--- src/rtl/timer_pkg.sv ---
// Shared definitions for the countdown timer.
// Holds the FSM state encoding, BCD digit constants and the digit clamp
// used when the preset is captured from the setting switches.
package timer_pkg;

    localparam int              BCD_W   = 4;
    localparam logic [BCD_W-1:0] BCD_MAX = 4'd9;

    typedef enum logic [1:0] {
        IDLE    = 2'd0,
        PAUSED  = 2'd1,
        RUN     = 2'd2,
        EXPIRED = 2'd3
    } state_t;

    // Setting switches can present 10..15; anything above 9 becomes 9.
    function automatic logic [BCD_W-1:0] bcd_clamp(input logic [BCD_W-1:0] d);
        return (d > BCD_MAX) ? BCD_MAX : d;
    endfunction

endpackage

--- src/rtl/bcd_down_digit.sv ---
// One BCD digit of a down-counter.
// Ports:
//   CLK, RESET  clock, synchronous active-low reset (digit -> 0)
//   dec_en      decrement this digit on the clock edge
//   load        load load_val (takes priority over dec_en)
//   load_val    value to load
//   digit       current digit, always 0..9
//   borrow_out  dec_en while the digit is 0: the next digit up must decrement
module bcd_down_digit
    import timer_pkg::*;
(
    input  logic             CLK,
    input  logic             RESET,
    input  logic             dec_en,
    input  logic             load,
    input  logic [BCD_W-1:0] load_val,
    output logic [BCD_W-1:0] digit,
    output logic             borrow_out
);

    assign borrow_out = dec_en & (digit == '0);

    always_ff @(posedge CLK) begin
        if (!RESET) begin
            digit <= '0;
        end else if (load) begin
            digit <= load_val;
        end else if (dec_en) begin
            digit <= (digit == '0) ? BCD_MAX : digit - 1'b1;
        end
    end

endmodule

--- src/rtl/countdown_timer.sv ---
// Countdown timer: counts a BCD preset (SS.hh) down to 00.00 in hundredths
// of a second, then sounds ALARM for ALARM_TICKS ticks of the 100 Hz enable.
// Ports:
//   CLK, RESET        system clock, synchronous active-low reset
//   TICK_100HZ        one-cycle pulse every 10 ms
//   ENABLE            timer mode select; low clears everything to IDLE
//   START_STOP        debounced button level; its rising edge is the command
//   LOAD              level; copies clamped SET_* into preset and display
//   SET_*             BCD preset digits
//   SEC_10..MSEC_01   remaining time in BCD
//   RUNNING           high in RUN
//   ALARM             high while the alarm sounds
//   STATE_DBG         current FSM state, for observation only
//
// Command handshake: commands are sampled on the CLK edge; priority is
// RESET > ENABLE low > LOAD (outside RUN) > start edge > tick.
module countdown_timer
    import timer_pkg::*;
#(
    parameter int ALARM_TICKS = 200,
    parameter int CNT_W       = 8
) (
    input  logic             CLK,
    input  logic             RESET,
    input  logic             TICK_100HZ,
    input  logic             ENABLE,
    input  logic             START_STOP,
    input  logic             LOAD,
    input  logic [BCD_W-1:0] SET_SEC_10,
    input  logic [BCD_W-1:0] SET_SEC_01,
    input  logic [BCD_W-1:0] SET_MSEC_10,
    input  logic [BCD_W-1:0] SET_MSEC_01,
    output logic [BCD_W-1:0] SEC_10,
    output logic [BCD_W-1:0] SEC_01,
    output logic [BCD_W-1:0] MSEC_10,
    output logic [BCD_W-1:0] MSEC_01,
    output logic             RUNNING,
    output logic             ALARM,
    output state_t           STATE_DBG
);

    localparam logic [CNT_W-1:0] ALARM_LIM = CNT_W'(ALARM_TICKS);

    state_t             state, state_next;
    logic [4*BCD_W-1:0] preset, preset_next;
    logic [4*BCD_W-1:0] disp;
    logic [4*BCD_W-1:0] set_clamped;
    logic [4*BCD_W-1:0] load_vec;
    logic [CNT_W-1:0]   alarm_cnt, cnt_next;
    logic               alarm, alarm_next;
    logic               prev_btn, prev_btn_next;
    logic               start_edge, is_zero, is_one;
    logic               dig_load, dec;
    logic [2:0]         borrow;
    logic               borrow_unused;

    assign start_edge  = START_STOP & ~prev_btn;
    assign is_zero     = (disp == '0);
    assign is_one      = (disp == 16'h0001);
    assign set_clamped = {bcd_clamp(SET_SEC_10), bcd_clamp(SET_SEC_01),
                          bcd_clamp(SET_MSEC_10), bcd_clamp(SET_MSEC_01)};

    // Digit chain, least significant first; each borrow feeds the next digit.
    bcd_down_digit u_msec_01 (.CLK(CLK), .RESET(RESET), .dec_en(dec),
        .load(dig_load), .load_val(load_vec[3:0]),
        .digit(disp[3:0]), .borrow_out(borrow[0]));
    bcd_down_digit u_msec_10 (.CLK(CLK), .RESET(RESET), .dec_en(borrow[0]),
        .load(dig_load), .load_val(load_vec[7:4]),
        .digit(disp[7:4]), .borrow_out(borrow[1]));
    bcd_down_digit u_sec_01 (.CLK(CLK), .RESET(RESET), .dec_en(borrow[1]),
        .load(dig_load), .load_val(load_vec[11:8]),
        .digit(disp[11:8]), .borrow_out(borrow[2]));
    // Top borrow never fires: decrement is blocked at 00.00.
    bcd_down_digit u_sec_10 (.CLK(CLK), .RESET(RESET), .dec_en(borrow[2]),
        .load(dig_load), .load_val(load_vec[15:12]),
        .digit(disp[15:12]), .borrow_out(borrow_unused));

    always_ff @(posedge CLK) begin
        if (!RESET) begin
            state     <= IDLE;
            preset    <= '0;
            alarm_cnt <= '0;
            alarm     <= 1'b0;
            prev_btn  <= 1'b0;
        end else begin
            state     <= state_next;
            preset    <= preset_next;
            alarm_cnt <= cnt_next;
            alarm     <= alarm_next;
            prev_btn  <= prev_btn_next;
        end
    end

    always_comb begin
        state_next    = state;
        preset_next   = preset;
        cnt_next      = alarm_cnt;
        alarm_next    = alarm;
        prev_btn_next = START_STOP;
        dig_load      = 1'b0;
        load_vec      = '0;
        dec           = 1'b0;

        if (!ENABLE) begin
            state_next    = IDLE;
            preset_next   = '0;
            cnt_next      = '0;
            alarm_next    = 1'b0;
            prev_btn_next = 1'b0;
            dig_load      = 1'b1;
        end else if (LOAD && state != RUN) begin
            // LOAD consumes any coincident start edge.
            state_next  = PAUSED;
            preset_next = set_clamped;
            cnt_next    = '0;
            alarm_next  = 1'b0;
            dig_load    = 1'b1;
            load_vec    = set_clamped;
        end else begin
            case (state)
                IDLE: ;
                PAUSED: begin
                    if (start_edge && !is_zero) state_next = RUN;
                end
                RUN: begin
                    if (start_edge) begin
                        state_next = PAUSED;
                    end else if (TICK_100HZ && !is_zero) begin
                        dec = 1'b1;
                        if (is_one) begin
                            state_next = EXPIRED;
                            cnt_next   = '0;
                            alarm_next = 1'b0;
                        end
                    end
                end
                EXPIRED: begin
                    if (start_edge) begin
                        state_next = PAUSED;
                        cnt_next   = '0;
                        alarm_next = 1'b0;
                        dig_load   = 1'b1;
                        load_vec   = preset;
                    end else begin
                        // Alarm rises the cycle after entry and holds until
                        // ALARM_TICKS ticks have been counted.
                        if (TICK_100HZ && alarm_cnt != ALARM_LIM)
                            cnt_next = alarm_cnt + 1'b1;
                        alarm_next = (cnt_next != ALARM_LIM);
                    end
                end
                default: state_next = IDLE;
            endcase
        end
    end

    assign {SEC_10, SEC_01, MSEC_10, MSEC_01} = disp;
    assign RUNNING   = (state == RUN);
    assign ALARM     = alarm;
    assign STATE_DBG = state;

endmodule

--- config.mk ---
export PLATFORM = sky130hd
export DESIGN_NAME = countdown_timer
export DESIGN_NICKNAME = d
export VERILOG_FILES = /design/src/rtl/timer_pkg.sv /design/src/rtl/bcd_down_digit.sv /design/src/rtl/countdown_timer.sv
export SDC_FILE = /design/constraint.sdc
export NUM_CORES = 1
export LEC_CHECK = 0
export BUFFER_PORTS_ARGS = -buffer_cell sky130_fd_sc_hd__buf_2
export CAP_MARGIN = 20
export CELL_PAD_IN_SITES_DETAIL_PLACEMENT = 1
export CELL_PAD_IN_SITES_GLOBAL_PLACEMENT = 2
export CORE_UTILIZATION = 36
export CTS_BUF_LIST = sky130_fd_sc_hd__clkbuf_2 sky130_fd_sc_hd__clkbuf_4 sky130_fd_sc_hd__clkbuf_8
export CTS_CLUSTER_SIZE = 14
export DETAILED_ROUTE_END_ITERATION = 7
export HOLD_SLACK_MARGIN = 0.1
export PLACE_DENSITY = 0.95
export REMOVE_ABC_BUFFERS = 1
export SLEW_MARGIN = 25
export SYNTH_ARGS = -nofsm -noshare
export SYNTH_HDL_FRONTEND = slang
export SYNTH_SLANG_ARGS = --single-unit
--- constraint.sdc ---
create_clock -name CLK -period 5.9 [get_ports CLK]
set_clock_uncertainty 0.2 [all_clocks]
set_input_delay 0.885 -clock CLK [delete_from_list [all_inputs] [get_ports CLK]]
set_output_delay 0.885 -clock CLK [all_outputs]
set_load 0.05 [all_outputs]
Word-level counts from Yosys, hierarchy flattened

Index checks and enable logic that the tools add are counted.

Memories: 0
Latch bits: 0
Bits in writable memories: 0
ROM bits: 0
Register bits after elaboration: 44

$mul: 0
Multiplexer cells: 51
Add/sub/neg operators: 5
Reduce and logical (&&, ||, !) cells: 22
Divide/modulo/power cells: 0
Order comparisons: 4
Bitwise gates (word level): 7
Equal/unequal tests: 18
Shift-type cells: 0

Operators by type and width:

| cell                  | number |
|---|---|
| $mux W8               | 9 |
| $mux W16              | 4 |
| $mux W4               | 16 |
| $eq A16 B1 Y1 const B | 1 |
| $gt A4 B4 Y1 const B  | 4 |
| $logic_not A16 Y1     | 1 |
| $logic_not A4 Y1      | 4 |
| $ne A8 B8 Y1 const B  | 2 |
| $pmux W8 S2           | 1 |
| $sub A4 B1 Y4 const B | 4 |
| $mux W1               | 14 |
| $mux W2               | 5 |
| $reduce_and A5 Y1     | 2 |
| $reduce_bool A2 Y1    | 5 |
| $add A8 B1 Y8 const B | 1 |
| $ne A2 B2 Y1 const B  | 4 |
| $ne A4 B1 Y1 const B  | 2 |
| $ne A3 B1 Y1 const B  | 2 |
| $ne A3 B3 Y1 const B  | 2 |
| $pmux W2 S3           | 1 |
| $and A1 B1 Y1         | 4 |
| $eq A2 B2 Y1 const B  | 2 |
| $logic_and A1 B1 Y1   | 4 |
| $ne A2 B1 Y1 const B  | 2 |
| 9 further kinds       | 11 |

Depth between registers and ports, before layout

Depth in word-level cells: 13
Mapped depth: 7

Cells and area by module

A second synthesis with hierarchy kept.

Cell total of the unflattened synthesis: 329
Area, all modules: 2585.0 um^2

By module, submodules not included:

| module          | area an instance (um^2) | sequential area each (um^2) | cells an instance | instances |
|---|---|---|---|---|
| countdown_timer | 1744.2                  | 560.5                       | 237               | 1 |
| bcd_down_digit  | 210.2                   | 80.1                        | 23                | 4 |

Worst setup path after synthesis

Ideal clock, no wire load.

Path type: reg2reg
Start point: reg state[0] (netlist: STATE_DBG[0])
End point: reg u_msec_10.digit[3]
Stages on the path, launching flop included: 8
Slack: 2.938 ns
Setup time: 0.115 ns
Clock period less this slack: 2.962 ns
Buffers on the path: 1
Data required time: 5.585 ns
Data arrival time: 2.647 ns
Path through: dfxtp_1 > nand2b_1 > buf_2 > clkinv_1 > nor2_2 > mux2_2 > o2111a_1 > o21a_1

Word-level cells in the longest chain between the ends: 6
Elaborated cells on any way between the ends: 16
Classes of those cells: eq/ne: 3; mux: 10; bitwise: 1; reduce/logical: 2

RTL lines:

| item                         | line                   | source |
|---|---|---|
| start: declaration           | countdown_timer.sv:44  | `state_t state, state_next;` |
| start signal: assignment     | countdown_timer.sv:86  | `state <= state_next;` |
| $eq A2 B2 Y1                 | --                     |  |
| via RUNNING                  | countdown_timer.sv:37  | `output logic RUNNING,` |
| $mux W1                      | countdown_timer.sv:120 | `case (state)` |
| $mux W1                      | countdown_timer.sv:111 | `end else if (LOAD && state != RUN) begin` |
| $mux W1                      | countdown_timer.sv:104 | `if (!ENABLE) begin` |
| $and A1 B1 Y1                | bcd_down_digit.sv:21   | `assign borrow_out = dec_en & (digit == '0);` |
| $reduce_bool A2 Y1 (no line) | --                     |  |
| end signal: assignment       | bcd_down_digit.sv:27   | `digit <= load_val;` |
| end signal: assignment       | bcd_down_digit.sv:29   | `digit <= (digit == '0) ? BCD_MAX : digit - 1'b1;` |
| end: declaration             | bcd_down_digit.sv:17   | `output logic [BCD_W-1:0] digit,` |

The timed path passes the listed nets, and every way through them passes these cells.
A chain may end at the register's enable or synchronous reset.

Worst setup path in the final report

Start point: reg state[0] (netlist: STATE_DBG[0])
End point: out RUNNING

Word-level cells in the longest chain between the ends: 1

RTL lines:

| item             | line                   | source |
|---|---|---|
| $eq A2 B2 Y1     | countdown_timer.sv:158 | `assign RUNNING = (state == RUN);` |
| end: declaration | countdown_timer.sv:37  |  |

Every way passes these cells.

==> out/metrics.csv <==
stage,metric,value,unit
yosys,synth_edf_count,0,
setup_path,reg2reg_depth,6,
drt,drc,0,
clocking,clock_latency,0.30,ns
clocking,cts_root_buffer,clkbuf_8,
die,die_h,85.2,um
die,dieArea,7260,um^2
die,initial_core_util,38.1,%
yosys,ys_seq_elements,44,
setup_path,start_kind,flop,
placement,place.gp.congestion,0.835,
clocking,hold_buffers,0,
sta,fmax,347,MHz
placement,dpl_cell_area,2720,um^2
clocking,h-tree-depth,2,
sta,worst_pin_slew,0.710,ns
yosys,yosys_warnings,0,
layout,antenna_cells,0,
clocking,cts-buffers-inserted,5,
sta,worst_slack,3.02,ns
setup_path,r2r_end,u_msec_10.digit[3]$_SDFFE_PN0P_,
sta,finalCritPeriodShare,48.8,%
clocking,cts.sinks,44,
yosys,async_reset_ff_share,0,%
drt,drt_wl_total,7580,um
layout,stdcell_area,2830,um^2
setup_path,crit_chain,"nand2b_1, clkinv_1, buf_2",
global_route,grt_pass1_vias,2449,
power,power.leakage,1.08,nW
clocking,ctsResizeCount,0,
placement,numPlacedInstances,417,
drt,routedWlPerCell,17.8,um
power,peakVddDrop,0.0977,mV
sta,slew_headroom,52.6,%
global_route,grt_overflow,0,
setup_path,worstReg2RegStart,STATE_DBG[0]$_SDFFE_PN0P_,
yosys,ys.flop_type,dfxtp_1,
yosys,synthCells,317,
setup_path,endpoint_kind,output port,
drt,dr.pass1.iters,4,
drt,routed_via_density,5.97,
clocking,cts_setup_buffers,0,
placement,pre_cts_ws,2.97,ns
drt,drt_iter0_markers,138,
global_route,grt_use_total,21.8,%
clocking,cts_buffer_depth,2,
layout,layout.nets,371,
setup_path,slowest_stage,dfxtp_1,
setup_path,crit_path_max_fanout,9,
layout,area_growth,13.6,%
drt,ant_nets,0,
setup_path,critPathMaxStageDelay,0.49,ns
setup_path,r2r_setup_slack,3.16,ns
layout,drive_above_1_share,17.5,%
die,coreArea,6530,um^2
sta,rsz0062_at_grt,no,
global_route,antenna_found_initial,0,
min_path,hp-class,reg -> reg,
die,std_cell_rows,29,
drt,via_count,2539,
global_route,grt_first_pass_wirelength,12600,um
yosys,ys_seq_area_share,35.4,%
yosys,synth_area,2490,um^2
setup_path,worstPathRequired,4.82,ns
layout,layout.cells.non_filler,425,
sta,maxSlewViolCount,0,
global_route,grt_max_degree,21,
die,ios,42,
setup_path,crit_path_end,RUNNING,
power,p_per_area,238,nW/um^2
sta,hold_viol,0,
clocking,cts_tree,built,
yosys,yosysUniqueCellTypes,58,
run,cap_violations,0,
setup_path,startpoint,STATE_DBG[0]$_SDFFE_PN0P_,
placement,portBuffers,41,
layout,nFillCells,841,
status,status,finished clean,
setup_path,cp.arrival,1.80,ns
clocking,clk_pin_slew,0.08,ns
layout,fin_util,43.3,%
sta,fin_crit,2.88,ns
yosys,syn_area_per_cell,7.86,um^2
die,die-width,85.2,um
placement,dpl.hpwl,5630,um
setup_path,crit_type,reg -> out,
sta,fin_setup_tns,0,ns
sta,setup_viol,0,
[worst min path at each step]
| stage | startpoint | end | cells past startpoint |
|---|---|---|---|
| final | ALARM$_SDFFE_PP0P_ | ALARM$_SDFFE_PP0P_ | 2 |
| after global routing | preset[0]$_SDFFE_PN0P_ | preset[0]$_SDFFE_PN0P_ | 2 |
| after CTS | ALARM$_SDFFE_PP0P_ | ALARM$_SDFFE_PP0P_ | 2 |
| after detailed placement | ALARM$_SDFFE_PP0P_ | ALARM$_SDFFE_PP0P_ | 2 |
| after global placement | preset[11]$_SDFFE_PN0P_ | preset[11]$_SDFFE_PN0P_ | 2 |
| after floorplan | alarm_cnt[7]$_SDFFE_PP0P_ | alarm_cnt[7]$_SDFFE_PP0P_ | 1 |
[cell usage in the layout, fill, tap and decap left out, types with 3 or more instances in the layout]
cell type	n
nand2_1	33
clkbuf_8	5
or4_1	3
o211a_1	3
nor3_1	12
and3_1	3
nor2_1	34
o311a_1	3
dfxtp_1	44
o21a_1	5
o22ai_1	7
buf_2	41
a211oi_1	3
o211ai_1	7
a22oi_1	15
inv_1	7
nand4_1	4
o31ai_1	4
a21oi_1	17
nand3_1	13
nor4_1	4
o21ai_0	21
xor2_1	3
a31oi_1	8
[critical path: cells and delay by family (launching register included)]
| kind | cells | cell delay [ns] |
|---|---|---|
| buffers and inverters | 2 | 0.67 |
| DFF | 1 | 0.49 |
| and+or+nand+nor | 1 | 0.34 |
[synth_stat cells, types with 3 or more instances]
library cell,instances,share of area (%)
dfxtp_1,44,35
nor2_1,34,5.1
nand2_1,33,5.0
o21ai_0,21,4.2
a21oi_1,17,3.4
a22oi_1,15,4.5
clkbuf_1,14,2.1
nand3_1,13,2.6
nor3_1,12,2.4
a31oi_1,8,2.0
inv_1,7,1.1
o211ai_1,7,2.1
o22ai_1,7,1.8
o21a_1,5,1.5
nand4_1,4,1.0
nor4_1,4,1.0
o31ai_1,4,1.2
a211oi_1,3,0.90
and3_1,3,0.75
buf_2,3,0.60
o211a_1,3,1.2
o311a_1,3,1.2
or4_1,3,0.90
xor2_1,3,1.1
[cells by family after synthesis]
| kind of cell | count (synthesis) | share of synthesized area [%] |
|---|---|---|
| buf+inv | 27 | 4.52 |
| mux | 2 | 0.854 |
| flops | 44 | 35.4 |
| simple gates | 127 | 26.2 |
| fa+ha+maj | 2 | 1.00 |
| xor+xnor | 5 | 1.76 |
| compound gates | 110 | 30.3 |
[registers in the layout, indices dropped and copies added, names as in the netlist]
signal	flops
ALARM	1
STATE_DBG	2
alarm_cnt	8
preset	16
prev_btn	1
u_msec_01.digit	4
u_msec_10.digit	4
u_sec_01.digit	4
u_sec_10.digit	4
[metrics by stage]
stage          hold slack (ns)  total power, mW
5_1_grt                  0.294            0.701
3_3_place_gp             0.241            0.441
4_1_cts                  0.259            0.679
2_1_floorplan            0.232            0.402
6_report                 0.256            0.672
3_5_place_dp             0.246            0.444
[layer usage]
metal	part of all wire [%]	vias to the layer above	global-route usage (%)
met3	3.6	2	3.79
met1	52	1220	33.1
met5	0	-	0
li1	-	1258	-
met4	0.45	0	4.47
met2	44	59	32.2
[layout make-up]
| class | instances | area, um^2 | area share, % |
|---|---|---|---|
| Multi-Input combinational cell | 246 | 1500 | 52.9 |
| Clock inverter | 3 | 42.5 | 1.50 |
| Clock buffer | 5 | 68.8 | 2.43 |
| Tap cell | 77 | 96.3 | 3.41 |
| Sequential cell | 44 | 881 | 31.1 |
| Inverter | 8 | 30.0 | 1.06 |
| Timing Repair Buffer | 42 | 213 | 7.52 |
[power breakdown]
part           total (mW)  switching [mW]  internal (mW)
registers           0.318          0.0121          0.306
logic               0.120          0.0811         0.0388
clock network       0.234           0.109          0.125
total               0.672           0.202          0.471
Power figures use the tool's default switching activity.
